--- src/rtl/issue_queue_entry_allocator.sv ---
// Free-list allocator for issue-queue entries.
// A circular FIFO holds the free IQ indices. Dispatch takes up to
// ALLOC_WIDTH indices from the head, and issue/squash returns up to
// RELEASE_WIDTH indices at the tail. The occupancy counter tells a full
// list from an empty one when head == tail.
//
// Handshake: allocReq is the per-lane valid and canAllocate is the ready.
// A lane is taken only in a cycle where it is valid and canAllocate is 1.
// Allocation is all-or-nothing: when canAllocate is 0, no lane is accepted.
// Upstream must not raise allocReq while canAllocate is 0.
// releaseValid has no ready; every strobed lane is taken unconditionally.
module issue_queue_entry_allocator #(
    parameter int ENTRY_NUM     = 16,
    parameter int INDEX_WIDTH   = 4,
    parameter int ALLOC_WIDTH   = 2,
    parameter int RELEASE_WIDTH = 4
) (
    input  logic                                 clk,
    input  logic                                 rst,
    input  logic                                 flush,
    input  logic [ALLOC_WIDTH-1:0]               allocReq,
    output logic [ALLOC_WIDTH*INDEX_WIDTH-1:0]   allocPtr,
    output logic                                 canAllocate,
    input  logic [RELEASE_WIDTH-1:0]             releaseValid,
    input  logic [RELEASE_WIDTH*INDEX_WIDTH-1:0] releasePtr,
    output logic [INDEX_WIDTH:0]                 freeCount
);

    // Wide enough to hold count + RELEASE_WIDTH without wrapping,
    // so a double free shows up as a value above ENTRY_NUM.
    localparam int CW = INDEX_WIDTH + 2;

    localparam logic [INDEX_WIDTH:0] ALLOC_W_C   = ALLOC_WIDTH[INDEX_WIDTH:0];
    localparam logic [INDEX_WIDTH:0] ENTRY_NUM_C = ENTRY_NUM[INDEX_WIDTH:0];
    localparam logic [CW-1:0]        ENTRY_NUM_W = ENTRY_NUM[CW-1:0];
    localparam logic [CW-1:0]        ONE_W       = {{(CW-1){1'b0}}, 1'b1};

    logic [INDEX_WIDTH-1:0] fifo      [ENTRY_NUM];
    logic [INDEX_WIDTH-1:0] fifo_next [ENTRY_NUM];
    logic [INDEX_WIDTH-1:0] head, head_next;
    logic [INDEX_WIDTH-1:0] tail, tail_next;
    logic [INDEX_WIDTH:0]   count, count_next;
    logic [CW-1:0]          n_alloc, n_release, count_sum;
    logic [ALLOC_WIDTH-1:0] alloc_plus1;

    // Pointer arithmetic wraps naturally at ENTRY_NUM (a power of two).
    function automatic logic [INDEX_WIDTH-1:0] wrap_add(
        input logic [INDEX_WIDTH-1:0] base,
        input logic [INDEX_WIDTH-1:0] off
    );
        return base + off;
    endfunction

    // Drive the outputs from registered state only, so an index released this cycle is not offered until the next one.
    always_comb begin
        allocPtr    = '0;
        canAllocate = (count >= ALLOC_W_C);
        freeCount   = count;
        for (int i = 0; i < ALLOC_WIDTH; i++) begin
            allocPtr[i*INDEX_WIDTH +: INDEX_WIDTH] = fifo[wrap_add(head, i[INDEX_WIDTH-1:0])];
        end
    end

    // Next state: pop accepted lanes at head, then append the released indices in ascending lane order at tail.
    always_comb begin
        n_alloc   = '0;
        n_release = '0;
        fifo_next = fifo;
        if (canAllocate) begin
            for (int i = 0; i < ALLOC_WIDTH; i++) begin
                n_alloc = n_alloc + {{(CW-1){1'b0}}, allocReq[i]};
            end
        end
        for (int j = 0; j < RELEASE_WIDTH; j++) begin
            if (releaseValid[j]) begin
                fifo_next[wrap_add(tail, n_release[INDEX_WIDTH-1:0])] =
                    releasePtr[j*INDEX_WIDTH +: INDEX_WIDTH];
                n_release = n_release + ONE_W;
            end
        end
        head_next   = wrap_add(head, n_alloc[INDEX_WIDTH-1:0]);
        tail_next   = wrap_add(tail, n_release[INDEX_WIDTH-1:0]);
        count_sum   = {1'b0, count} + n_release - n_alloc;
        count_next  = count_sum[INDEX_WIDTH:0];
        alloc_plus1 = allocReq + {{(ALLOC_WIDTH-1){1'b0}}, 1'b1};
    end

    // State register: reset and flush both restore the identity free list, and flush wins over alloc/release.
    always_ff @(posedge clk or negedge rst) begin
        if (!rst) begin
            for (int k = 0; k < ENTRY_NUM; k++) begin
                fifo[k] <= k[INDEX_WIDTH-1:0];
            end
            head  <= '0;
            tail  <= '0;
            count <= ENTRY_NUM_C;
        end else if (flush) begin
            for (int k = 0; k < ENTRY_NUM; k++) begin
                fifo[k] <= k[INDEX_WIDTH-1:0];
            end
            head  <= '0;
            tail  <= '0;
            count <= ENTRY_NUM_C;
        end else begin
            fifo  <= fifo_next;
            head  <= head_next;
            tail  <= tail_next;
            count <= count_next;
        end
    end

    // Protocol checks: no request without canAllocate, requests form a lane prefix, no double free.
    always_ff @(posedge clk) begin
        if (rst && !flush) begin
            a_alloc_when_empty: assert (allocReq == '0 || canAllocate);
            a_alloc_prefix:     assert ((alloc_plus1 & allocReq) == '0);
            a_double_free:      assert (count_sum <= ENTRY_NUM_W);
        end
    end

endmodule
--- config.mk ---
export PLATFORM = sky130hd
export DESIGN_NAME = issue_queue_entry_allocator
export DESIGN_NICKNAME = d
export VERILOG_FILES = /design/src/rtl/issue_queue_entry_allocator.sv
export SDC_FILE = /design/constraint.sdc
export NUM_CORES = 1
export LEC_CHECK = 0
export CORE_AREA = 2 2 100 174
export CTS_BUF_LIST = sky130_fd_sc_hd__clkbuf_4
export CTS_CLUSTER_DIAMETER = 30
export CTS_CLUSTER_SIZE = 25
export DETAILED_ROUTE_END_ITERATION = 8
export DIE_AREA = 0 0 102 176
export PLACE_DENSITY_LB_ADDON = 0.25
export SETUP_SLACK_MARGIN = 0.2
export SLEW_MARGIN = 10
export SYNTH_ARGS = -nofsm -noshare
export SYNTH_HDL_FRONTEND = slang
export SYNTH_SLANG_ARGS = --single-unit
--- constraint.sdc ---
create_clock -name clk -period 6.4 [get_ports clk]
set_input_delay 0.96 -clock clk [delete_from_list [all_inputs] [get_ports clk]]
set_output_delay 0.96 -clock clk [all_outputs]
set_load 0.05 [all_outputs]
==> impl_metrics.json, run 1 <==
{
  "tightest_slew_ns": 1.23,
  "reg2reg_depth": 6,
  "num_rows": 62,
  "cts_max_path_buffers": 2,
  "yosys_warnings": 0,
  "syn_nets": 839,
  "power.share.clock": 0.103,
  "seq_power_share": 0.273,
  "routedWlPerCell_um": 29.9,
  "tns_ns": 0,
  "fmax_ghz": 0.197,
  "nets": 829,
  "die_h_um": 176,
  "cts.clk_slew.worst_paths_ns": 0.15,
  "ys_types": 56,
  "ir_drop_v": 0.000167,
  "yosysSeqAreaShare": 0.269,
  "drive_gt1_frac": 0.150,
  "clock-root-buffer": "clkbuf_4",
  "die_w_um": 102,
  "finalClockSkew_ns": 0.0122,
  "postRouteAntennaNets": 0,
  "period_needed_ns": 5.09,
  "crit_path_end_kind": "output pin",
  "worst-path-buf-inv": 1,
  "grt_max_degree": 82,
  "internal-power_w": 0.00158,
  "start_util": 0.444,
  "holdCritPathClass": "in -> async",
  "drt-pass1-iter-count": 6,
  "status": "completed",
  "grt_pass1_vias": 7324,
  "cap_violations": 0,
  "slowest_delay_ns": 1.05,
  "hold_viol": 0,
  "critPathLaunchType": "register",
  "finalMaxSlewViolations": 0,
  "postRouteWirelength_um": 30100,
  "syn_area_um2": 7310,
  "switching_share": 0.515,
  "antenna_found_initial": 1,
  "grt_overflow_total": 0,
  "setup_slack_ns": 1.31,
  "area_growth_syn_to_layout_pct": 7.58,
  "synth_ff_type": "dfrtp_1",
  "p_switching_w": 0.00168,
  "synthCells": 785,
  "cts_setup_buffers": 0,
  "cp_slowest_cell": "ha_1",
  "h-tree-depth": 3,
  "crit_family": "multiplexers",
  "core-area_um2": 16400,
  "cp_common_cell": "mux4_2",
  "power_density_nw_per_um2": 414,
  "dp_slack_ns": 1.71,
  "critical_path_arrival_ns": 4.13,
  "cp_data_required_time_ns": 5.44,
  "ys_seq_elements": 77,
  "vias_per_cell": 7.34,
  "cts.repair.resized": 0,
  "drcViolationCount": 0,
  "grt_pass1_wl_um": 45200,
  "dpl.hpwl_um": 21500,
  "dr.first_iter.drc_count": 1071,
  "synth_edf_count": 0,
  "dr_total_vias": 7381,
  "crit_type": "reg -> out",
  "worstPathCellList": "ha_1 -> mux4_2 -> mux4_2 -> clkdlybuf4s50_1",
  "synthArstFlopShare": 1.00,
  "rsz0062_at_grt": "false",
  "leakagePower_nw": 2.89,
  "cts_sinks": 77,
  "gp_congestion": 0.969,
  "dieArea_um2": 18000,
  "finalCritPeriodShare": 0.795,
  "pwr-share-comb": 0.624,
  "ioPinCount": 39,
  "syn_avg_cell_area_um2": 9.31,
  "track_usage": 0.344,
  "port-buffer-count": 38,
  "numCtsBuffers": 9,
  "cts_hold_buf": 0,
  "setup_viol": 0,
  "insertion_delay_ns": 0.48,
  "slew_headroom": 0.178,
  "crit_cells": 4,
  "crit_fanout": 20,
  "cts_tree": "done"
}
## through the flow
stage / util / cells / hold WS, ns / total power, W / instance area, um^2
6_report: 0.478 / 1005 / 0.350 / 0.00325 / 7860
5_1_grt: 0.478 / 1005 / 0.345 / 0.00343 / 7860
4_1_cts: 0.478 / 1004 / 0.355 / 0.00319 / 7860
3_5_place_dp: 0.469 / 988 / 0.656 / 0.00286 / 7720
3_3_place_gp: 0.469 / 988 / 0.634 / 0.00282 / 7720
2_1_floorplan: - / 785 / 0.609 / 0.00230 / 7310
## worst reg2reg max path, delay by kind of cell, from the launching register on
kind                   cells  cell delay (ns)
and+or+nand+nor            2             0.76
buffers and inverters      1             0.46
AOI/OAI and AO/OA          3             1.29
DFF                        1             0.89
## state kept, by name (all words and copies together) (netlist names)
register,count
freeCount,5
tail,4
head,4
fifo,64
## logic make-up (layout without fill, tap and decap cells)
family          after synthesis  in the layout  synth area share
simple gates                231            231             0.154
flops                        77             77             0.269
fa+ha+maj                    29             29            0.0548
buf+inv                      91             86            0.0520
other cells                   1              2          0.000513
compound gates              245            245             0.251
xor+xnor                     17             17            0.0204
mux                          94             94             0.197
## worst paths after layout
path | from | endpoint | slack, ns
setup reg to reg | tail[3]$_DFF_PN0_ | fifo[13]$_DFF_PN0_ | 2.92
hold / removal | rst | fifo[30]$_DFF_PN0_ | 0.35
max in group asynchronous | rst | fifo[47]$_DFF_PN0_ | 4.89
setup / recovery | head[1]$_DFF_PN0_ | allocPtr[4] | 1.31
min in group clk | freeCount[0]$_DFF_PN0_ | freeCount[0]$_DFF_PN0_ | 0.66
hold reg to reg | freeCount[0]$_DFF_PN0_ | freeCount[0]$_DFF_PN0_ | 0.66
## metal layers
| metal | track usage | share of wire | wire, um | vias up |
|---|---|---|---|---|
| met5 | 0 | 0 | 0 | - |
| met4 | 0.307 | 0.11 | 3390 | 0 |
| met3 | 0.0764 | 0.11 | 3240 | 184 |
| met2 | 0.525 | 0.45 | 13600 | 584 |
| met1 | 0.394 | 0.33 | 9870 | 3531 |
| li1 | - | - | - | 3082 |
## power groups by stage
stage | Sequential [W] | Clock [W] | Combinational (W)
2_1_floorplan | 0.000771 | 0 | 0.00153
4_1_cts | 0.000869 | 0.000333 | 0.00199
3_3_place_gp | 0.000875 | 0 | 0.00194
5_1_grt | 0.000888 | 0.000352 | 0.00219
6_report | 0.000887 | 0.000336 | 0.00203
3_5_place_dp | 0.000878 | 0 | 0.00198
## Yosys cell counts (9+ instances only)
| library cell | number | area, um^2 |
|---|---|---|
| a211oi_1 | 25 | 188 |
| a21oi_1 | 55 | 275 |
| a221oi_1 | 32 | 280 |
| a22oi_1 | 32 | 240 |
| buf_1 | 9 | 33.8 |
| buf_2 | 10 | 50.1 |
| clkbuf_1 | 39 | 146 |
| dfrtp_1 | 44 | 1100 |
| dfstp_2 | 33 | 867 |
| ha_1 | 24 | 300 |
| inv_1 | 28 | 105 |
| mux2i_1 | 53 | 531 |
| mux4_2 | 40 | 901 |
| nand2_1 | 66 | 248 |
| nand3_1 | 28 | 140 |
| nor2_1 | 56 | 210 |
| nor2b_1 | 12 | 75.1 |
| nor3_1 | 16 | 80.1 |
| o211ai_1 | 13 | 97.6 |
| o221ai_1 | 44 | 385 |
| xnor2_1 | 9 | 78.8 |
## final cells by class
class                   count  area, um^2
well taps                 224         280
fillers                  1593        8580
clock inverters             6        63.8
flip-flops and latches     77        1970
diodes                      1        2.50
repair buffers             42         403
clock buffers              10        75.1
inverters                  28         105
multi-input cells         617        4960
## cell usage in the layout, fill, tap and decap left out, types with 10 or more instances in the layout
master           netlist  final
nor3_1                16     16
nand2_1               66     66
dfrtp_1               44     44
a21oi_1               55     55
o211ai_1              13     13
inv_1                 28     28
o221ai_1              44     44
clkbuf_4               0     10
a211oi_1              25     25
a221oi_1              32     32
clkdlybuf4s50_1        0     36
mux2i_1               53     53
nand3_1               28     28
dfstp_2               33     33
nor2_1                56     56
ha_1                  24     24
mux4_2                40     40
nor2b_1               12     12
a22oi_1               32     32
Power figures use the tool's default switching activity.
==> run 2, diff against run 1 <==
==> constraint.sdc (replaced) <==
create_clock -name clk -period 4.6 [get_ports clk]
set_input_delay 0.69 -clock clk [delete_from_list [all_inputs] [get_ports clk]]
set_output_delay 0.69 -clock clk [all_outputs]
set_load 0.05 [all_outputs]
==> impl_metrics.json, run 2 (same netlist as run 1, synthesis figures left out) <==
{
  "cp_data_required_time_ns": 3.91,
  "numCtsBuffers": 9,
  "postRouteAntennaNets": 0,
  "crit_path_end": "allocPtr[2]",
  "cts.repair.resized": 0,
  "finalMaxSlewViolations": 0,
  "reg2reg_depth": 7,
  "cts_setup_buffers": 0,
  "rsz0062_at_grt": "false",
  "slowest_delay_ns": 0.80,
  "die_w_um": 102,
  "largest_reg_flops": 64,
  "antenna_found_initial": 1,
  "clock-root-buffer": "clkbuf_4",
  "critical_path_arrival_ns": 3.37,
  "crit_family": "multiplexers",
  "leakagePower_nw": 2.97,
  "dp_slack_ns": 0.206,
  "design_area_um2": 7950,
  "p_switching_w": 0.00233,
  "dpl.hpwl_um": 20800,
  "grt_overflow_total": 0,
  "crit_cells": 4,
  "num_rows": 62,
  "cts_max_path_buffers": 2,
  "h-tree-depth": 3,
  "finalCritPeriodShare": 0.882,
  "drcViolationCount": 0,
  "seq_power_share": 0.249,
  "crit_path_end_kind": "output pin",
  "worst-path-buf-inv": 2,
  "grt_max_degree": 81,
  "finalClockSkew_ns": 0.0131,
  "crit_type": "reg -> out",
  "power.share.clock": 0.087,
  "tns_ns": 0,
  "period_needed_ns": 4.06,
  "routedWlPerCell_um": 28.7,
  "crit_fanout": 11,
  "postRouteWirelength_um": 29300,
  "gp_congestion": 0.978,
  "cp_common_cell": "mux4_2",
  "r2r-end": "fifo[20]$_DFF_PN0_",
  "tightest_slew_ns": 1.19,
  "grt_pass1_wl_um": 44000,
  "placed_area_um2": 7840,
  "insertion_delay_ns": 0.47,
  "critPathLaunchType": "register",
  "r2r_slack_ns": 1.53,
  "area_growth_syn_to_layout_pct": 8.78,
  "dieArea_um2": 18000,
  "worstPathCellList": "buf_12 -> mux4_2 -> mux4_2 -> clkdlybuf4s50_1",
  "die_h_um": 176,
  "final_common_cell": "nand2_1",
  "drive_gt1_frac": 0.168,
  "start_util": 0.444,
  "dr_total_vias": 7321,
  "final_cell_mix": "nand2_1 (66), nor2_1 (56), a21oi_1 (55), mux2i_1 (53)",
  "regMostFlops": "fifo",
  "power_density_nw_per_um2": 568,
  "hold_viol": 0,
  "cp_slowest_cell": "dfrtp_1",
  "internal-power_w": 0.00219,
  "switching_share": 0.515,
  "core-area_um2": 16400,
  "cp-startpoint": "head[0]$_DFF_PN0_",
  "ir_drop_v": 0.000275,
  "track_usage": 0.334,
  "status": "completed",
  "port-buffer-count": 38,
  "cts_tree": "done",
  "pwr-share-comb": 0.664,
  "grt_pass1_vias": 7211,
  "vias_per_cell": 7.18,
  "holdCritPathClass": "in -> async",
  "cts_sinks": 77,
  "drt-pass1-iter-count": 8,
  "dr.first_iter.drc_count": 1101,
  "cts.clk_slew.worst_paths_ns": 0.14,
  "r2r-start": "tail[1]$_DFF_PN0_",
  "cap_violations": 0,
  "fmax_ghz": 0.246,
  "setup_viol": 0,
  "setup_slack_ns": 0.541,
  "cts_hold_buf": 0,
  "ioPinCount": 39,
  "slew_headroom": 0.205,
  "fillers": 1570,
  "nets": 843
}
[run 2: changes by cell type in the layout (fill, tap and decap cells not counted), sizes merged]
cell	before	now
inv	29	28
clkinvlp	2	0
clkbuf	10	13
buf	6	24
clkdlybuf4s50	36	32
bufinv	1	0
clkinv	2	3
[run 2: worst min-delay path by stage]
stage          slack (ns)  cells past startpoint                      to
6_report             0.13                      1      fifo[18]$_DFF_PN0_
5_1_grt              0.16                      1      fifo[18]$_DFF_PN0_
4_1_cts              0.14                      1      fifo[18]$_DFF_PN0_
3_3_place_gp         0.62                      2  freeCount[0]$_DFF_PN0_
3_5_place_dp         0.63                      2  freeCount[0]$_DFF_PN0_
2_1_floorplan        0.39                      0      fifo[12]$_DFF_PN0_
[run 2: final cells by class]
class / count / area (um^2) / area share
multi-input combinational: 617 / 4960 / 0.624
inverter: 28 / 105 / 0.0132
tap: 224 / 280 / 0.0353
clock inverter: 3 / 13.8 / 0.00173
sequential: 77 / 1970 / 0.248
antenna: 1 / 2.50 / 0.000315
clock buffer: 13 / 97.6 / 0.0123
timing repair buffer: 56 / 523 / 0.0658
[run 2: power groups by stage]
stage          logic (W)  clock network [W]  registers [W]
5_1_grt          0.00320           0.000416        0.00114
3_3_place_gp     0.00287                  0        0.00111
3_5_place_dp     0.00293                  0        0.00113
4_1_cts          0.00294           0.000393        0.00111
6_report         0.00300           0.000394        0.00112
2_1_floorplan    0.00213                  0        0.00107
[run 2: worst reg2reg max path: cells and delay by family (launching register included)]
family / cells / cell delay (ns)
AO/OA/AOI/OAI: 2 / 0.37
AND/OR/NAND/NOR: 2 / 0.84
adder cells (fa/ha/maj): 1 / 0.57
buffers and inverters: 2 / 0.48
flip-flops: 1 / 0.68
[run 2: metal layers]
layer,GRT usage,up-vias,part of all wire
li1,-,3101,-
met1,0.395,3525,0.35
met2,0.524,524,0.47
met3,0.0598,171,0.085
met4,0.267,0,0.095
met5,0,-,0
[run 2: metrics by stage]
| stage | cells | hold slack [ns] | total power (W) | util |
|---|---|---|---|---|
| finish | 1019 | 0.131 | 0.00452 | 0.483 |
| global route | 1019 | 0.160 | 0.00475 | 0.483 |
| CTS | 1018 | 0.136 | 0.00445 | 0.483 |
| detailed placement | 1002 | 0.627 | 0.00405 | 0.476 |
| global placement | 1002 | 0.622 | 0.00398 | 0.476 |
| floorplan | 785 | 0.394 | 0.00320 | - |
